[src/rtl/memory_data_pkg.sv]
// Shared constants and word type for the MEM-stage data memory.
package memdata_pkg;

  localparam int unsigned MEMDATA_DATA_W = 16;
  localparam int unsigned MEMDATA_ADDR_W = 16;
  localparam int unsigned MEMDATA_DEPTH  = 64;

  typedef logic [15:0] word_t;

  // Full-width compare so upper address bits never alias into the array.
  function automatic logic in_range(input logic [MEMDATA_ADDR_W-1:0] addr,
                                    input int unsigned depth);
    return 32'(addr) < depth;
  endfunction

endpackage

[src/rtl/memory_data.sv]
// Word-addressed data memory: synchronous write, combinational read, async clear.
// Optional MEMDATA_ADDR_ERR_EN adds addr_err / addr_err_seen outputs.
module memory_data
  import memdata_pkg::*;
#(
  parameter int unsigned DATA_W = MEMDATA_DATA_W,
  parameter int unsigned ADDR_W = MEMDATA_ADDR_W,
  parameter int unsigned DEPTH  = MEMDATA_DEPTH
) (
  input  logic              clk,
  input  logic              rst_n,
  input  logic              Rm,
  input  logic              Wm,
  input  logic [ADDR_W-1:0] address,
  input  logic [DATA_W-1:0] RegVal,
`ifdef MEMDATA_ADDR_ERR_EN
  output logic [DATA_W-1:0] Data_out,
  output logic              addr_err,
  output logic              addr_err_seen
`else
  output logic [DATA_W-1:0] Data_out
`endif
);

  localparam int unsigned IDX_W = (DEPTH > 1) ? $clog2(DEPTH) : 1;
  localparam logic [ADDR_W:0] DEPTH_L = (ADDR_W+1)'(DEPTH);

  logic [DATA_W-1:0] mem [DEPTH];
  logic              in_rng;
  logic [IDX_W-1:0]  idx;

  // Compare with one extra bit so DEPTH == 2**ADDR_W is still representable.
  assign in_rng = ({1'b0, address} < DEPTH_L);
  assign idx    = address[IDX_W-1:0];

  always_ff @(posedge clk or negedge rst_n) begin
    if (!rst_n) begin
      for (int unsigned i = 0; i < DEPTH; i++) begin
        mem[i] <= '0;
      end
    end else if (Wm && in_rng) begin
      mem[idx] <= RegVal;
    end
  end

  always_comb begin
    Data_out = '0;
    if (Rm && in_rng) begin
      Data_out = mem[idx];
    end
  end

`ifdef MEMDATA_ADDR_ERR_EN
  assign addr_err = rst_n & (Rm | Wm) & ~in_rng;

  always_ff @(posedge clk or negedge rst_n) begin
    if (!rst_n) begin
      addr_err_seen <= 1'b0;
    end else if (addr_err) begin
      addr_err_seen <= 1'b1;
    end
  end
`endif

endmodule

[config.mk]
export PLATFORM = sky130hd
export DESIGN_NAME = memory_data
export DESIGN_NICKNAME = d
export VERILOG_FILES = /design/src/rtl/memory_data_pkg.sv /design/src/rtl/memory_data.sv
export SDC_FILE = /design/constraint.sdc
export NUM_CORES = 2
export LEC_CHECK = 0
export BUFFER_PORTS_ARGS = -buffer_cell sky130_fd_sc_hd__clkbuf_2
export CAP_MARGIN = 20
export CORE_MARGIN = 4
export CORE_UTILIZATION = 35
export DETAILED_ROUTE_END_ITERATION = 8
export MAX_ROUTING_LAYER = met4
export PLACE_DENSITY_LB_ADDON = 0.08
export SYNTH_ARGS = -nofsm -noshare
export SYNTH_HDL_FRONTEND = slang
export SYNTH_SLANG_ARGS = --single-unit
export TNS_END_PERCENT = 100
[constraint.sdc]
create_clock -name clk -period 4.65 [get_ports clk]
set_clock_uncertainty 0.15 [all_clocks]
set_input_delay 0.93 -clock clk [delete_from_list [all_inputs] [get_ports clk]]
set_output_delay 0.93 -clock clk [all_outputs]
set_load 0.01 [all_outputs]
==> impl_metrics.csv <==
group,metric,value,unit
status,status,"finished, final reports clean",
placed_design,io_buffer_count,51,
placed_design,dp_cells,5120,
route,drc,0,
layout,diodes,0,
clocking,cts_setup_buffers,0,
clocking,cts.sinks,1024,
layout,final_cells,5336,
timing,timing.fmax,216.2,MHz
power_and_ir_drop,p_per_area,351.5,mW/mm2
flow_run,cap_violations,0,
layout,nFillCells,12640,
floorplan,die_w,380.1,um
logic_synthesis,asyncSetResetFlopFracSynth,100.0,%
timing,finalCritPeriodShare,99.46,%
route,vias_per_cell,5.715,
layout,drive_above_1_share,51.50,%
logic_synthesis,syn-cell-area,0.04846,mm2
floorplan,coreArea,0.1375,mm2
layout,fin_util,40.61,%
logic_synthesis,ys_seq_area_share,52.87,%
global_route,grt_util_met1,32.80,%
clocking,clock_path_buffers,3,
clocking,clk_latency,0.74,ns
global_route,grt_start_max_net_pins,135,
logic_synthesis,synth-seq-cells,1024,
logic_synthesis,ys.flop_type,"dfrtp_1",
placed_design,pre_cts_slack,-0.7265,ns
setup_path,worstSetupStartpointType,"primary input",
logic_synthesis,yosysWarnings,0,
timing,finalSetupTns,0,ns
power_and_ir_drop,p_leak,27.29,nW
layout,largest_register,"mem",
route,route.antenna.remaining_nets,0,
route,drtIter0Drc,2197,
logic_synthesis,synth_fp_nets,3356,
setup_path,cp.arrival,3.55,ns
layout,largest_reg_flops,1024,
global_route,grt.busiest_layer,"met2",
placed_design,place.gp.congestion,0.8410,
global_route,grt_pass1_wl,248900,um
clocking,h-tree-depth,3,
route,wl_per_cell,32.12,um
layout,largestRegisters,"mem: 1024 flops",
timing,hold_viol,0,
floorplan,die_area,0.1445,mm2
logic_synthesis,yosysMostFrequentCell,"mux2_2",
clocking,cts_tree,"built",
layout,syn2layout_area_growth,15.20,%
logic_synthesis,syn_inst,3320,
logic_synthesis,syn_avg_cell_area,14.60,um2
logic_synthesis,synth.top_cell.area_share,52.87,%
setup_path,endpoint_kind,"output pin",
global_route,antenna_found_initial,6,
timing,period_needed,4.625,ns
timing,final.setup.worst_slack,0.02491,ns
floorplan,dieHeight,380.1,um
setup_path,crit_type,"primary input to output pin",
route,dr.pass1.iters,4,
clocking,clkTransAtPathRegs,0.06,ns
setup_path,cp_max_fo,14,
global_route,grtUsageMet2,38.96,%
route,vias,30490,
global_route,grt_pass1_vias,32920,
timing,max-slew-margin-rel,19.55,%
logic_synthesis,netlist_top_cells_area,"dfrtp_1 (53%), mux2_2 (26%), mux4_2 (3.8%), o221ai_1 (1.7%), o22ai_1 (1.6%)",
placed_design,dp.final_hpwl,112000,um
timing,final-setup-viol-count,0,
power_and_ir_drop,irDropWorstVdd,292.5,uV
floorplan,rows,136,
global_route,gr-total-overflow,0,
min_path,hp-class,"flip-flop to flip-flop",
setup_path,cp_data_required_time,3.57,ns
clocking,cts_buffers,118,
floorplan,start_util,35.25,%
logic_synthesis,synth_edf_count,0,
global_route,grt_usage,24.30,%
clocking,cts_root_buf,"clkbuf_16",
timing,grt_setup_unrepaired,"false",
layout,nNetsFinal,3483,
logic_synthesis,synthTopCellsByCount,"mux2_2 (1,107), dfrtp_1 (1,024), o22ai_1 (123)",
timing,max_slew.worst_pin.slew,1.207,ns
timing,finalMaxSlewViolations,0,
global_route,use_met3,3.315,%
logic_synthesis,synth_cell_types,82,
power_and_ir_drop,power,19.62,mW
logic_synthesis,synth_top_cell_by_area,"dfrtp_1",
floorplan,ios,52,
route,wl,171400,um
-- where the power goes --
group	leakage, nW	internal, mW	switching [mW]
combinational	11.1	0.395	0.987
sequential	14.3	8.92	0.00156
clock	1.91	5.47	3.85
total	27.3	14.8	4.84
-- layout by cell type, fill, tap and decap left out, types with 12 or more instances in the layout --
master	synthesis	routed
mux2_1	28	28
clkbuf_8	0	38
clkbuf_2	0	47
clkinv_2	0	12
clkbuf_1	121	35
a22oi_1	27	26
clkbuf_16	0	118
a211oi_1	16	16
nor2_8	35	35
nand2_1	36	36
mux4_2	82	82
mux2i_1	67	67
nor2b_1	13	13
o221ai_1	94	94
dfrtp_1	1024	1024
o22ai_1	123	122
buf_12	3	56
nor2_1	31	31
o21ai_0	37	34
a21oi_1	42	40
buf_4	77	225
mux2_2	1107	1107
nor2_4	29	29
-- kinds of logic after synthesis --
group                  count (synthesis)  synth area share (%)
muxes                               1294                 32.11
DFF                                 1024                 52.87
AOI/OAI and AO/OA                    422                 6.250
buffers and inverters                338                 4.260
and+or+nand+nor                      242                 4.508
-- layer usage --
metal  vias to the layer above  share of wire, %
met2                       754                48
met1                     16830                45
li1                      12670                 -
met5                         -                 0
met3                       238               4.4
met4                         0               2.7
-- worst max-delay path: stages --
cell and delay, ns:
clkbuf_8 0.24, buf_4 0.25, buf_4 0.26, mux4_2 0.54, mux2_2 0.33, o22ai_1 0.35
a211o_1 0.22, a2111oi_1 0.07, buf_4 0.18, clkbuf_2 0.13
-- per-stage QoR --
stage / hold slack (ns) / cell area, um2
floorplan: 0.2995 / 48460
global placement: 0.3115 / 51770
detailed placement: 0.3220 / 51790
CTS: 0.3356 / 55800
global route: 0.3501 / 55830
finish: 0.3320 / 55830
-- final timing paths --
| check | slack [ns] | endpoint | from | depth (start not counted) |
|---|---|---|---|---|
| setup / recovery | 0.02 | Data_out[3] | address[1] | 10 |
| hold / removal | 0.33 | mem[455] | mem[455] | 1 |
| setup reg to reg | 3.69 | mem[978] | mem[978] | 1 |
| hold reg to reg | 0.33 | mem[455] | mem[455] | 1 |
| max in group asynchronous | 2.45 | mem[657] | rst_n | 3 |
| min in group asynchronous | 0.60 | mem[337] | rst_n | 2 |
-- repair_timing --
item                                    CTS  global route
endpoints found under the hold margin    16             0
endpoints found under the setup margin    8             6
resized for setup                        20             6
pin swaps                                 0             1
hold buffers                              1             0
-- layout make-up --
type | instances | area [um2] | share of cell area (%)
Multi-Input combinational cell | 1958 | 20910 | 37.46
Clock buffer | 190 | 3593 | 6.436
Clock inverter | 25 | 297.8 | 0.5334
Tap cell | 1794 | 2245 | 4.020
Inverter | 12 | 46.29 | 0.08292
Sequential cell | 1024 | 25620 | 45.90
Timing Repair Buffer | 333 | 3110 | 5.571
Note: power is estimated with default switching activity, not from simulation.
